$ cat src/rtl/arith_chain_pipe.sv
// rtl/arith_chain_pipe.sv - three-stage valid/ready x -> (x+K, x*(x+K)) pipeline with forwarded mode
// Outputs come straight from stage 3 registers; only in_ready is combinational.
module arith_chain_pipe #(
  parameter int W = 8,
  parameter int K = 13
) (
  input  logic         CLK,
  input  logic         RST_N,
  input  logic         mode,
  input  logic         in_valid,
  output logic         in_ready,
  input  logic [W-1:0] in_data,
  output logic         out_valid,
  input  logic         out_ready,
  output logic [W-1:0] out_x,
  output logic [W-1:0] out_y,
  output logic [W-1:0] out_z,
  output logic         out_ovf
);

  localparam logic [W-1:0] KM = W'(K);

  logic           v1, v2, v3;
  logic [W-1:0]   x1;
  logic [W-1:0]   x2, y2;
  logic           c2;
  logic [W-1:0]   x3, y3, z3;
  logic           ovf3;
  logic           mode_q;

  logic           eff_mode;
  logic           ld1, ld2, ld3;
  logic           in_fire;
  logic [W:0]     sum2;
  logic [2*W-1:0] prod3;
  logic [W:0]     sum_f;
  logic [2*W-1:0] prod_f;

  // A mode request only takes effect on an empty pipeline, so results never reorder.
  assign eff_mode = (v1 || v2 || v3) ? mode_q : mode;

  assign ld3 = !v3 || out_ready;
  assign ld2 = !v2 || ld3;
  assign ld1 = !v1 || ld2;

  assign in_ready = RST_N && (eff_mode ? ld3 : ld1);
  assign in_fire  = in_valid && in_ready;

  assign sum2  = {1'b0, x1} + {1'b0, KM};
  assign prod3 = (2*W)'(x2) * (2*W)'(y2);

  assign sum_f  = {1'b0, in_data} + {1'b0, KM};
  assign prod_f = (2*W)'(in_data) * (2*W)'(sum_f[W-1:0]);

  assign out_valid = v3;
  assign out_x     = x3;
  assign out_y     = y3;
  assign out_z     = z3;
  assign out_ovf   = ovf3;

  always_ff @(posedge CLK) begin
    if (!RST_N) begin
      v1     <= 1'b0;
      v2     <= 1'b0;
      v3     <= 1'b0;
      x1     <= '0;
      x2     <= '0;
      y2     <= '0;
      c2     <= 1'b0;
      x3     <= '0;
      y3     <= '0;
      z3     <= '0;
      ovf3   <= 1'b0;
      mode_q <= 1'b0;
    end else begin
      mode_q <= eff_mode;
      if (eff_mode) begin
        v1 <= 1'b0;
        v2 <= 1'b0;
        if (ld3) begin
          v3 <= in_fire;
          if (in_fire) begin
            x3   <= in_data;
            y3   <= sum_f[W-1:0];
            z3   <= prod_f[W-1:0];
            ovf3 <= sum_f[W] | (|prod_f[2*W-1:W]);
          end
        end
      end else begin
        if (ld3) begin
          v3 <= v2;
          if (v2) begin
            x3   <= x2;
            y3   <= y2;
            z3   <= prod3[W-1:0];
            ovf3 <= c2 | (|prod3[2*W-1:W]);
          end
        end
        if (ld2) begin
          v2 <= v1;
          if (v1) begin
            x2 <= x1;
            y2 <= sum2[W-1:0];
            c2 <= sum2[W];
          end
        end
        if (ld1) begin
          v1 <= in_fire;
          if (in_fire) begin
            x1 <= in_data;
          end
        end
      end
    end
  end

endmodule

$ cat config.mk
export PLATFORM = sky130hd
export DESIGN_NAME = arith_chain_pipe
export DESIGN_NICKNAME = d
export VERILOG_FILES = /design/src/rtl/arith_chain_pipe.sv
export SDC_FILE = /design/constraint.sdc
export NUM_CORES = 1
export LEC_CHECK = 0
export ABC_AREA = 1
export ABC_CLOCK_PERIOD_IN_PS = 6400
export CAP_MARGIN = 40
export CORE_ASPECT_RATIO = 0.9
export CORE_MARGIN = 2
export CORE_UTILIZATION = 59
export CTS_CLUSTER_SIZE = 16
export DETAILED_ROUTE_END_ITERATION = 10
export PLACE_DENSITY = 0.77
export SLEW_MARGIN = 25
export SYNTH_ARGS = -nofsm -noshare
export SYNTH_HDL_FRONTEND = slang
export SYNTH_SLANG_ARGS = --single-unit
$ cat constraint.sdc
create_clock -name CLK -period 6.4 [get_ports CLK]
set_input_delay 1.28 -clock CLK [delete_from_list [all_inputs] [get_ports CLK]]
set_output_delay 1.28 -clock CLK [all_outputs]
set_load 0.02 [all_outputs]
# After elaboration in Yosys (flattened, before gate mapping)
# Cells that the tools add are included.
dict set report classes {
  add_sub_neg 2
  multipliers 2
  eq_ne 1
  muxes 25
  bitwise_logic 4
  reduce_logical 17
}
# operator count
set op_table {}
lappend op_table {{$mux W8} 15}
lappend op_table {{$mul A8 B8 Y16} 2}
lappend op_table {{$add A8 B4 Y9 const B} 2}
lappend op_table {{$reduce_or A8 Y1} 2}
lappend op_table {{$mux W1} 10}
lappend op_table {{$reduce_and A3 Y1} 3}
lappend op_table {{$logic_or A1 B1 Y1} 5}
lappend op_table {{$logic_not A1 Y1} 3}
lappend op_table {{$logic_and A1 B1 Y1} 2}
lappend op_table {{$ne A2 B1 Y1 const B} 1}
lappend op_table {{$not A1 Y1} 2}
lappend op_table {{$or A1 B1 Y1} 2}
lappend op_table {{$reduce_bool A2 Y1} 1}
lappend op_table {{$reduce_or A2 Y1} 1}
dict set report totals {
  register_bits 54
  input_bits 13
  output_inout_bits 27
  wordCells 63
}

# Longest topological paths before layout
# Gate-level depths: netlist of the first run.
dict set report logic_depth {
  word_depth 10
  depth_mapped 27
  mapped_depth_nobuf 27
}

# Least setup slack after synthesis of the first run
# Ideal clock, no wire load.
dict set report synth_timing {
  path_kind {input-to-reg}
  start {input port in_data[0]}
  end {register ovf3 (netlist: out_ovf)}
  setup_ps 132
  arrival_ps 5649
  required_ps 6268
  setup_slack_ps 619
  cell_stages 27
  path_buffers 1
  cell_sequence {clkbuf_1 a21oi_1 nand2_1 nand2_1 ha_1 inv_1 nand2_1 fa_1 fa_1 inv_1 fa_1 inv_1 fa_1 inv_1 ha_1 nand2_1 nand2_1 a21oi_1 nand2_1 nand2_1 nand2_1 nand2_1 nand2_1 nor2_1 nand3_1 nand3_1 a21oi_1}
}
dict set report synth_via {
  elab_chain_len 7
}
# element line_no
set synth_rtl {}
lappend synth_rtl {{from (decl)} 12} ;# input logic [W-1:0] in_data,
lappend synth_rtl {{$add A8 B4 Y9} 52} ;# assign sum_f = {1'b0, in_data} + {1'b0, KM};
lappend synth_rtl {{$mul A8 B8 Y16} 53} ;# assign prod_f = (2*W)'(in_data) * (2*W)'(sum_f[W-1:0]);
lappend synth_rtl {{$reduce_or A8 Y1} 86} ;# ovf3 <= sum_f[W] | (|prod_f[2*W-1:W]);
lappend synth_rtl {{$or A1 B1 Y1 *} 86}
lappend synth_rtl {{$mux W1 *} 82} ;# if (in_fire) begin
lappend synth_rtl {{$mux W1 *} 80} ;# if (ld3) begin
lappend synth_rtl {{$mux W1 *} 77} ;# if (eff_mode) begin
lappend synth_rtl {{to (signal assigned)} 86}
lappend synth_rtl {{to (signal assigned)} 96} ;# ovf3 <= c2 | (|prod3[2*W-1:W]);
lappend synth_rtl {{to (decl)} 28} ;# logic ovf3;
# Mark *: on every way between the ends. The rest lies on a longest branch, timed or not. The select of a mux whose other input is x is not followed.
# A chain may end at the register's enable or synchronous reset.

# Worst setup path after layout of the first run
dict set report layout_timing {
  start {input port in_data[1]}
  end {register ovf3 (netlist: out_ovf)}
}
# Same word-level chain as after synthesis.

==> results by group, run 1 <==
STA
  – Final Max Slew Viols: 0
  – Max-slew headroom: between 40% and 50%
  – Crit path time final: a little over 6000 ps
  – Final hold vios: 0
  – Setup violations, final: 0
  – Max Fclk: approximately 160 MHz
  – Period Utilization, post-route: between 90 and 100%
  – Setup tns final: 0 ps
  – RSZ-0062 raised after global routing: no
  – Fin Clk Skew: between 9 and 10 ps
  – Worst-margin pin slew: 780 ps

Clocking
  – Num CTS Buffers: 5
  – Hold buffers post-CTS: 0
  – CTS resizes: 0
  – Post CTS Setup Buffer Count: 0
  – Clk slew on worst S/H paths: approximately 70 ps
  – CTS sink cnt: 54
  – Clk Latency, worst-skew pair: 300 ps
  – CTS HTree Levels: 2
  – CTS tree: built
  – CTS max path bufs: 2
  – Root buffer cell: clkbuf_16

Place
  – DP HPWL: about 14 mm
  – Port Buffers: 39
  – GPL Wtd Cong: between 0.9 and 1

Setup path
  – R2R Setup Slk: 1870 ps
  – Critical path type: input pin to register
  – CP Launch Type: input pin
  – R2R depth: 21
  – CP Capture Type: register
  – Arrival time worst endpoint: roughly 6200 ps
  – Crit path required time: between 6000 and 7000 ps
  – Worst-path fanout max: 4

Power
  – Internal power: around 0.90 mW
  – Switch share: a little under half
  – Peak supply drop: between 0.1 and 0.15 mV
  – Total power: 1.68 mW
  – Leak: about 4.5 nW
  – Sw Pwr: between 0.7 and 0.8 mW
  – Power Dens Cells: about 220 nW/µm²
  – Comb pwr share: between 60% and 70%
  – Clock network power share: 17.3%
  – Share of power burned in registers: between 20 and 25%

GRT
  – Vias in the first global route: ~6000
  – Initial antenna violation count: 0
  – First-pass GRT wire length: 28.5 mm
  – Total grt overflow: 0
  – GRT Resource Usage Total: 27.7%
  – Pin count of the biggest net entering global routing: 42

Routing
  – Drt wl/cell: roughly 14 µm
  – Routed Antenna Nets: 0
  – Vias post-DR: between 6000 and 7000
  – Initial DRC count: ~500
  – First-pass DRT Iterations: 5
  – Post-Route WL: 16.8 mm
  – DRC: 0
  – Vias per inst: ~5.1

Synthesis
  – Distinct cell type count after synthesis: 36
  – Synth Flop Type: dfxtp_1
  – Multiplexer share of the synthesized area: 0%
  – Top post-synthesis cells by count: inv_1 (244), nand2_1 (241), nor2_1 (136)
  – Area leader, netlist: fa_1
  – Post-synth EDFFs: 0
  – Netlist Area Pre-Place: a little over 7000 µm²
  – Proportion of netlist area held by the largest area contributor: roughly a fifth
  – Syn_nets: ~1200
  – Post-Syn Instances: around 1000
  – Post-synth ARST share: 0%
  – Main combinational cell family by area after synthesis: adder cells
  – Post-synthesis compound-gate area fraction: between 8 and 9%
  – Synthesis warning total: 0
  – Adder-cell share of the synthesized area: a little over a third
  – Post-synthesis sequential area ratio: approximately 15%
  – Synth Area in Simple Gates: 24.7%
  – Synth Area per Inst: between 6 and 7 µm²
  – Cell with the most instances after synthesis: inv_1
  – Ranking of synthesized cells by area: fa_1 (20%), dfxtp_1 (15%), ha_1 (14%)
  – Post-synthesis xor/xnor area fraction: 1.24%
  – Synthesized flop and latch total: 54

Floorplan
  – Die ar.: 12800 µm²
  – Site Rows: 37
  – I/O pins: 40
  – Starting Density: 61.2%
  – Die H: between 100 and 150 µm
  – Total core area: approximately 12000 µm²
  – DIE WIDTH: about 120 µm

Final layout
  – Ant diodes: 0
  – Fin nets: 1245
  – Area growth, synth to finish: 10.6%
  – Share of layout cells above drive strength 1: ~4.4%
  – # fillers: 1022

Job
  – Max Cap Viol: 0

Hold path
  – Hold crit path type: register to register
  – WHS Path Cells: 2

Outcome
  – Status: complete, no violations
power groups by stage:
stage	Clock, mW	Sequential, mW	Combinational (mW)
floorplan	0	0.388	0.747
global placement	0	0.385	0.994
detailed placement	0	0.386	0.998
CTS	0.297	0.378	1.01
global route	0.310	0.381	1.17
finish	0.291	0.378	1.01
placed cells by master (no fill, tap or decap), types with 2 or more instances in the layout:
cell type        synthesis  layout
nor2_1                 136     136
or2_2                    5       5
nand2_1                241     241
nand3_1                 31      31
clkdlybuf4s50_1          0      39
a31oi_1                  2       2
inv_1                  244     244
o21ai_0                 53      53
nand4_1                  7       7
o21ai_2                  2       2
fa_1                    72      72
inv_2                    3       3
buf_4                    2      23
o21ai_1                  6       6
a21oi_1                 39      39
xnor2_1                  2       2
xor2_1                   8       8
nand3_2                  2       2
clkbuf_16                0       5
nand3b_1                 2       2
nor3_1                   5       5
ha_1                    81      81
o21bai_1                 3       3
a211oi_1                 2       2
nand2_2                  2       2
dfxtp_1                 54      54
per-layer routing:
metal / part of all wire [%] / GRT usage [%] / vias to the layer above
li1: - / - / 3195
met4: 1.8 / 6.21 / 0
met3: 6.3 / 4.24 / 16
met1: 49 / 39.6 / 2856
met5: 0 / 0 / -
met2: 43 / 44.3 / 179
through the flow:
stage                     cells  util, %  setup slack [ps]  instance area, µm²  hold slack [ps]
final                      1236     67.7               311                7800              483
after global routing       1236     67.7              30.0                7800              501
after CTS                  1236     67.7               316                7800              488
after detailed placement   1228     66.3              21.1                7640              472
after global placement     1228     66.3               104                7640              464
after floorplan            1046        -               619                7050              451
logic make-up after synthesis:
family / after synthesis
buffers and inverters: 285
AO/OA/AOI/OAI: 110
flip-flops: 54
adder cells (fa/ha/maj): 153
AND/OR/NAND/NOR: 434
XOR/XNOR: 10
critical path, stage by stage:
cell	delay (ps)
clkdlybuf4s50_1	510
ha_1	180
inv_1	50
nand2_1	90
nand3_1	80
ha_1	300
inv_1	130
nand2_1	90
fa_1	490
fa_1	540
inv_1	50
fa_1	520
inv_1	50
fa_1	520
inv_1	40
ha_1	330
nand2_1	80
nand2_1	60
a21oi_1	180
nand2_1	90
nand2_1	80
nand2_1	50
nand2_1	50
nand2_1	50
nor2_1	100
nand3_1	70
nand3_1	80
a21oi_1	80
registers in the layout, indices dropped and copies added, names as in the netlist:
signal,flops
c2,1
mode_q,1
out_ovf,1
out_valid,1
out_x,8
out_y,8
out_z,8
v1,1
v2,1
x1,8
x2,8
y2,8
area by class of cell:
type	count	area, µm²	area share [%]
clock inverter	3	28.8	0.369
tap	156	195	2.50
inverter	249	936	12.0
clock buffer	5	125	1.60
timing repair buffer	62	563	7.22
sequential	54	1080	13.9
multi-input combinational	707	4870	62.4
final timing paths:
check / startpoint / to
hold / removal: out_ovf / out_ovf
setup reg to reg: y2[7] / out_ovf
hold reg to reg: out_ovf / out_ovf
setup / recovery: in_data[1] / out_ovf
Power figures use the tool's default switching activity.
==> run 2, diff against run 1 <==
--- a/config.mk
+++ b/config.mk
@@ -10,10 +10,11 @@
 export CAP_MARGIN = 40
 export CORE_ASPECT_RATIO = 0.9
 export CORE_MARGIN = 2
-export CORE_UTILIZATION = 59
+export CORE_UTILIZATION = 58
+export CTS_BUF_LIST = sky130_fd_sc_hd__clkbuf_8
 export CTS_CLUSTER_SIZE = 16
 export DETAILED_ROUTE_END_ITERATION = 10
-export PLACE_DENSITY = 0.77
+export PLACE_DENSITY = 0.76
 export SLEW_MARGIN = 25
 export SYNTH_ARGS = -nofsm -noshare
 export SYNTH_HDL_FRONTEND = slang
==> run 2 against run 1 <==
  * Cell area fell by 0.42%
  * Clock skew rose by 3.2 ps
  * Sequential power barely moved
  * Hold slack barely moved
  * Worst setup slack improved by 44 ps
  * Non-clock buffer count did not move
  * Via count barely moved
  * Global-route usage fell by 0.51 points
  * Core utilization fell by 2.8 points
==> results by group, run 2 (synthesized netlist as in run 1, its figures left out) <==
Routing
  – Drt wl/cell: 13.5 µm (was 13.6 µm)
  – First-pass DRT Iterations: 5 (unchanged)
  – Initial DRC count: 525 (was 504)
  – Vias per inst: 5.03 (was 5.05)
  – Post-Route WL: 16.8 mm (about the same)
  – Vias post-DR: 6243 (was 6246)
  – Routed Antenna Nets: 0 (unchanged)
  – DRC: 0 (unchanged)

STA
  – Max Fclk: 165 MHz (was 164 MHz)
  – Max-slew headroom: 46.8% (was 47.9%)
  – Crit path time final: 6040 ps (was 6090 ps)
  – Final Max Slew Viols: 0 (unchanged)
  – Setup violations, final: 0 (unchanged)
  – Period Utilization, post-route: 94.5% (was 95.1%)
  – Fin Clk Skew: 12.9 ps (was 9.68 ps)
  – RSZ-0062 raised after global routing: no (unchanged)
  – Worst-margin pin slew: 796 ps (was 780 ps)
  – Final hold vios: 0 (unchanged)

Clocking
  – CTS max path bufs: 2 (unchanged)
  – CTS HTree Levels: 2 (unchanged)
  – CTS tree: built (unchanged)
  – Num CTS Buffers: 5 (unchanged)
  – Clk slew on worst S/H paths: 100 ps (was 70 ps)
  – Root buffer cell: clkbuf_8 (was clkbuf_16)
  – Hold buffers post-CTS: 0 (unchanged)
  – CTS sink cnt: 54 (unchanged)
  – Clk Latency, worst-skew pair: 320 ps (was 300 ps)

Final layout
  – Share of layout cells above drive strength 1: 5.09% (was 4.44%)
  – Final non-filler cell total: 1240 (was 1236)
  – Commonest non-fill, non-tap cell in the layout: inv_1 (unchanged)
  – Commonest non-fill, non-tap cells in the layout: inv_1 (242), nand2_1 (241), nor2_1 (136) (was inv_1 (244), nand2_1 (241), nor2_1 (136))
  – Ant diodes: 0 (unchanged)
  – Area growth, synth to finish: 10.1% (was 10.6%)
  – Fin nets: 1245 (unchanged)

Floorplan
  – Total core area: 12000 µm² (was 11500 µm²)
  – Die H: 109 µm (was 108 µm)
  – I/O pins: 40 (unchanged)
  – Starting Density: 58.9% (was 61.2%)
  – Site Rows: 38 (was 37)
  – DIE WIDTH: 120 µm (was 119 µm)
  – Die ar.: 13100 µm² (was 12800 µm²)

GRT
  – Pin count of the biggest net entering global routing: 41 (was 42)
  – Vias in the first global route: 5868 (was 5972)
  – Total grt overflow: 0 (unchanged)
  – Initial antenna violation count: 0 (unchanged)
  – First-pass GRT wire length: 28.4 mm (was 28.5 mm)
  – GRT Resource Usage Total: 27.2% (was 27.7%)

Setup path
  – CP Capture Type: register (unchanged)
  – Arrival time worst endpoint: 6230 ps (was 6240 ps)
  – CP Launch Type: input pin (unchanged)
  – FF-to-FF End: out_ovf (unchanged)
  – Worst-path fanout max: 5 (was 4)
  – Critical path type: input pin to register (unchanged)
  – Reg-to-Reg Start: y2[7] (unchanged)
  – Crit path required time: 6580 ps (was 6560 ps)
  – R2R depth: 21 (unchanged)
  – R2R Setup Slk: 1870 ps (about the same)

Hold path
  – Hold Crit Start: out_ovf (unchanged)
  – WHS Endpoint: out_ovf (unchanged)
  – Hold crit path type: register to register (unchanged)
  – WHS Path Cells: 2 (unchanged)

Power
  – Leak: 4.47 nW (was 4.50 nW)
  – Power Dens Cells: 208 nW/µm² (was 215 nW/µm²)
  – Total power: 1.61 mW (was 1.68 mW)
  – Peak supply drop: 0.170 mV (was 0.137 mV)

Place
  – GPL Wtd Cong: 0.928 (was 0.966)
  – DP Cell Count: 1232 (was 1228)
  – Port Buffers: 39 (unchanged)
  – DP HPWL: 13.6 mm (about the same)

Outcome
  – Status: complete, no violations (unchanged)

Job
  – Max Cap Viol: 0 (unchanged)
run 2: changes by cell type in the layout (fill, tap and decap cells not counted), moves of 3 or more:
cell	before	now
clkbuf_16	5	0
clkbuf_8	0	5
ha_1	81	78
ha_2	0	3
run 2: metrics by stage:
| stage | util (%) | setup TNS [ps] | hold WS (ps) | instance area [µm²] | setup slack [ps] |
|---|---|---|---|---|---|
| floorplan | - | 0 | 451 | 7050 | 619 |
| global placement | 63.8 | 0 | 463 | 7650 | 57.8 |
| detailed placement | 63.8 | -4.23 | 470 | 7650 | -4.23 |
| CTS | 64.7 | 0 | 485 | 7750 | 313 |
| global route | 64.8 | 0 | 509 | 7770 | 6.09 |
| finish | 64.8 | 0 | 483 | 7770 | 355 |
run 2: critical path, cell delays in order:
cell             delay [ps]
clkdlybuf4s50_1         530
ha_2                    200
inv_1                    50
nand2_1                  90
nand3_1                  80
ha_1                    300
inv_2                   100
nand2_1                  70
fa_1                    490
fa_1                    550
inv_1                    50
fa_1                    520
inv_1                    50
fa_1                    530
inv_1                    40
ha_1                    330
nand2_1                  80
nand2_1                  80
a21oi_2                 140
nand2_1                  90
nand2_1                  80
nand2_1                  60
nand2_1                  60
nand2_1                  50
nor2_1                  100
nand3_1                  70
nand3_1                  80
a21oi_1                  80
run 2: worst max path at each step:
stage | startpoint | endpoint | slack, ps
CTS | in_data[1] | out_ovf | 310
global route | in_data[0] | out_ovf | 6
floorplan | in_data[0] | out_ovf | 620
finish | in_data[1] | out_ovf | 360
detailed placement | in_data[1] | out_ovf | -4
global placement | in_data[1] | out_ovf | 60
run 2: final cells by class:
type	instances	area, µm²
fillers	1148	4220
flip-flops and latches	54	1080
well taps	160	200
multi-input cells	707	4880
clock buffers	5	68.8
inverters	249	936
clock inverters	3	28.8
repair buffers	62	567
run 2: timing repair:
action                     4_1_cts  5_1_grt
setup endpoints to repair        0        1
setup buffers                    0        0
resized for setup                0        8
run 2: routing by layer:
metal | up-vias | part of all wire (%) | GRT usage (%)
met2 | 207 | 43 | 43.3
met4 | 0 | 1.8 | 5.98
li1 | 3195 | - | -
met5 | - | 0 | 0
met1 | 2822 | 48 | 38.8
met3 | 19 | 7.2 | 5.13
run 2: power breakdown:
group          leakage [nW]  internal (mW)  switching, mW
Clock                0.0502         0.0814          0.125
Combinational          3.98          0.398          0.630
Sequential            0.440          0.356         0.0228
Total                  4.47          0.836          0.778
==> run 3, diff against run 2 <==
--- a/config.mk
+++ b/config.mk
@@ -5,7 +5,6 @@
 export SDC_FILE = /design/constraint.sdc
 export NUM_CORES = 1
 export LEC_CHECK = 0
-export ABC_AREA = 1
 export ABC_CLOCK_PERIOD_IN_PS = 6400
 export CAP_MARGIN = 40
 export CORE_ASPECT_RATIO = 0.9
@@ -14,7 +13,8 @@
 export CTS_BUF_LIST = sky130_fd_sc_hd__clkbuf_8
 export CTS_CLUSTER_SIZE = 16
 export DETAILED_ROUTE_END_ITERATION = 10
-export PLACE_DENSITY = 0.76
+export PLACE_DENSITY_LB_ADDON = 0.3
+export RECOVER_POWER = 100
 export SLEW_MARGIN = 25
 export SYNTH_ARGS = -nofsm -noshare
 export SYNTH_HDL_FRONTEND = slang
==> run 3 against run 2 <==
  * The flow now finishes with violations (capacitance limit, slew limit)
  * Clock-buffer cell count is the same
  * Cell area shrank 3.8%
  * Largest cell class unchanged
  * Highest routed layer unchanged
  * Clock skew fell by 4.4 ps
  * Critical endpoint unchanged
  * Register-to-register slack lost 650 ps
  * Hold slack worse by 31 ps
  * Via count is 10% lower
  * Critical path type unchanged
  * Sequential power hardly changed
==> results by group, run 3 <==
Synthesis
  – Post-synth EDFFs: 0 (unchanged)
  – Cell with the most instances after synthesis: inv_1 (unchanged)
  – Synthesized flop and latch total: 54 (unchanged)
  – Synth Flop Type: dfxtp_1 (unchanged)
  – Area leader, netlist: fa_1 (unchanged)
  – Post-Syn Instances: 783 (was 1046)
  – Distinct cell type count after synthesis: 56 (was 36)
  – Synth Area per Inst: 8.47 µm² (was 6.74 µm²)
  – Syn_nets: 949 (was 1212)
  – Netlist Area Pre-Place: 6630 µm² (was 7050 µm²)
  – Post-synth ARST share: 0% (unchanged)
  – Top post-synthesis cells by count: inv_1 (108), nand2_1 (85), ha_1 (81) (was inv_1 (244), nand2_1 (241), nor2_1 (136))
  – Proportion of netlist area held by the largest area contributor: 21.7% (was 20.4%)
  – Post-synthesis sequential area ratio: 16.3% (was 15.3%)
  – Synthesis warning total: 0 (unchanged)
  – Ranking of synthesized cells by area: fa_1 (22%), dfxtp_1 (16%), ha_1 (15%) (was fa_1 (20%), dfxtp_1 (15%), ha_1 (14%))

Clocking
  – Clk Latency, worst-skew pair: 320 ps (about the same)
  – Clk slew on worst S/H paths: 100 ps (about the same)
  – Num CTS Buffers: 5 (unchanged)
  – Root buffer cell: clkbuf_8 (unchanged)
  – Hold buffers post-CTS: 0 (unchanged)
  – CTS max path bufs: 2 (unchanged)
  – CTS HTree Levels: 2 (unchanged)
  – CTS tree: built (unchanged)
  – CTS sink cnt: 54 (unchanged)

Final layout
  – Area growth, synth to finish: 12.7% (was 10.1%)
  – # fillers: 949 (was 1148)
  – Share of layout cells above drive strength 1: 6.62% (was 5.09%)
  – Commonest non-fill, non-tap cells in the layout: inv_1 (107), nand2_1 (85), ha_1 (80) (was inv_1 (242), nand2_1 (241), nor2_1 (136))
  – Ant diodes: 0 (unchanged)
  – Post-route cell area: 7470 µm² (was 7770 µm²)
  – Fin nets: 996 (was 1245)
  – Commonest non-fill, non-tap cell in the layout: inv_1 (unchanged)
  – Final non-filler cell total: 987 (was 1240)

Job
  – Max Cap Viol: 3 (was 0)

Place
  – Port Buffers: 39 (unchanged)
  – DP Cell Count: 978 (was 1232)
  – Area post-placement: 7320 µm² (was 7650 µm²)
  – DP HPWL: 12.6 mm (was 13.6 mm)
  – GPL Wtd Cong: 0.933 (was 0.928)

Floorplan
  – I/O pins: 40 (unchanged)
  – Site Rows: 37 (was 38)
  – Total core area: 11300 µm² (was 12000 µm²)
  – Die ar.: 12300 µm² (was 13100 µm²)
  – DIE WIDTH: 117 µm (was 120 µm)
  – Starting Density: 58.7% (was 58.9%)
  – Die H: 105 µm (was 109 µm)

Setup path
  – Arrival time worst endpoint: 6390 ps (was 6230 ps)
  – Critical path type: input pin to register (unchanged)
  – Crit path required time: 6600 ps (was 6580 ps)
  – Worst-path fanout max: 4 (was 5)
  – CP Capture Type: register (unchanged)
  – CP Launch Type: input pin (unchanged)

Routing
  – DRC: 0 (unchanged)
  – Initial DRC count: 425 (was 525)
  – Post-Route WL: 16.3 mm (was 16.8 mm)
  – Drt wl/cell: 16.5 µm (was 13.5 µm)
  – First-pass DRT Iterations: 5 (unchanged)
  – Vias post-DR: 5618 (was 6243)
  – Vias per inst: 5.69 (was 5.03)
  – Routed Antenna Nets: 0 (unchanged)

STA
  – Final hold vios: 0 (unchanged)
  – Max-slew headroom: -46.4% (was 46.8%)
  – Period Utilization, post-route: 96.8% (was 94.5%)
  – Final Max Slew Viols: 105 (was 0)
  – Worst-margin pin slew: 2200 ps (was 796 ps)
  – Hold_ws: 452 ps (was 483 ps)
  – Setup violations, final: 0 (unchanged)
  – Fin Clk Skew: 8.54 ps (was 12.9 ps)
  – Crit path time final: 6190 ps (was 6040 ps)
  – Max Fclk: 161 MHz (was 165 MHz)

Power
  – Peak supply drop: 0.209 mV (was 0.170 mV)
  – Power Dens Cells: 217 nW/µm² (was 208 nW/µm²)
  – Leak: 3.55 nW (was 4.47 nW)

GRT
  – Initial antenna violation count: 0 (unchanged)
  – Pin count of the biggest net entering global routing: 52 (was 41)
  – Total grt overflow: 0 (unchanged)
  – First-pass GRT wire length: 27.2 mm (was 28.4 mm)
  – Most Crowded Layer GR: met2 (unchanged)
  – GR Util met1: 37.2% (was 38.8%)
  – Met3 Usage GRT: 4.31% (was 5.13%)
  – Vias in the first global route: 5766 (was 5868)
  – M2 GR Usage: 46.1% (was 43.3%)
  – GRT Resource Usage Total: 27.8% (was 27.2%)

Outcome
  – Status: complete, but fails checks (was complete, no violations)
  – Failing checks: capacitance limit, slew limit

Hold path
  – Hold crit path type: register to register (unchanged)
[run 3: changes by cell type after synthesis, sizes merged, moves of 12 or more]
cell	delta
nand2	-158
and2	+54
inv	-139
nand2b	+20
nand3	-26
o21ai	-52
o211ai	+12
nor2	-83
nor2b	+33
[run 3: critical path, cell delays in order]
cell	delay (ps)
dlygate4sd2_1	280
ha_1	260
nor3_4	140
nand3b_1	130
ha_1	240
nand2b_1	180
fa_1	480
fa_1	510
inv_2	40
fa_1	520
inv_1	50
fa_1	530
inv_1	60
ha_4	230
and3_1	170
a221o_1	380
o41ai_4	390
xnor2_2	120
nor4_2	280
a31oi_1	120
[run 3: power breakdown]
| part | total, mW | switching [mW] | internal [mW] |
|---|---|---|---|
| logic | 1.01 | 0.536 | 0.475 |
| registers | 0.380 | 0.0243 | 0.356 |
| clock network | 0.231 | 0.116 | 0.115 |
[run 3: what timing repair did]
item | 4_1_cts | 5_1_grt
setup buffers | 0 | 1
pin swaps | 5 | 11
gates resized for setup | 6 | 8
endpoints found under the setup margin | 1 | 1
[run 3: metrics by stage]
stage	total power [mW]	TNS [ps]	utilization (%)	setup slack (ps)
after floorplan	1.03	0	-	38.0
after global placement	1.27	-411	64.8	-411
after detailed placement	1.30	-577	64.8	-577
after CTS	1.58	0	66.1	30.4
after global routing	1.76	-11.3	66.2	-11.3
final	1.62	0	66.2	207
[run 3: final cells by class]
type / instances / area (µm²) / share of cell area, %
sequential: 54 / 1080 / 14.5
tap: 156 / 195 / 2.61
clock inverter: 3 / 40.0 / 0.536
multi-input combinational: 586 / 5030 / 67.3
inverter: 109 / 409 / 5.47
clock buffer: 5 / 68.8 / 0.921
timing repair buffer: 74 / 648 / 8.67
[run 3: path summary, 6_finish.rpt]
| kind | startpoint | to | slack [ps] | cells past startpoint |
|---|---|---|---|---|
| setup / recovery | in_data[0] | out_ovf | 210 | 20 |
| hold reg to reg | out_z[1] | out_z[1] | 450 | 2 |
| hold / removal | out_z[1] | out_z[1] | 450 | 2 |
| setup reg to reg | y2[3] | out_ovf | 1220 | 16 |
[run 3: logic make-up (layout without fill, tap and decap cells)]
family          Yosys count  after routing  share of synthesized area (%)
compound gates          113            113                           11.9
simple gates            290            290                           22.0
buf+inv                 143            191                           8.47
xor+xnor                 19             19                           2.51
flops                    54             54                           16.3
mux                      11             11                           1.72
fa+ha+maj               153            153                           37.0
[run 3: per-layer routing]
metal | vias to the layer above | share of wire [%]
met5 | - | 0
met4 | 0 | 3.0
met3 | 36 | 5.1
met2 | 184 | 48
met1 | 2744 | 44
li1 | 2654 | -
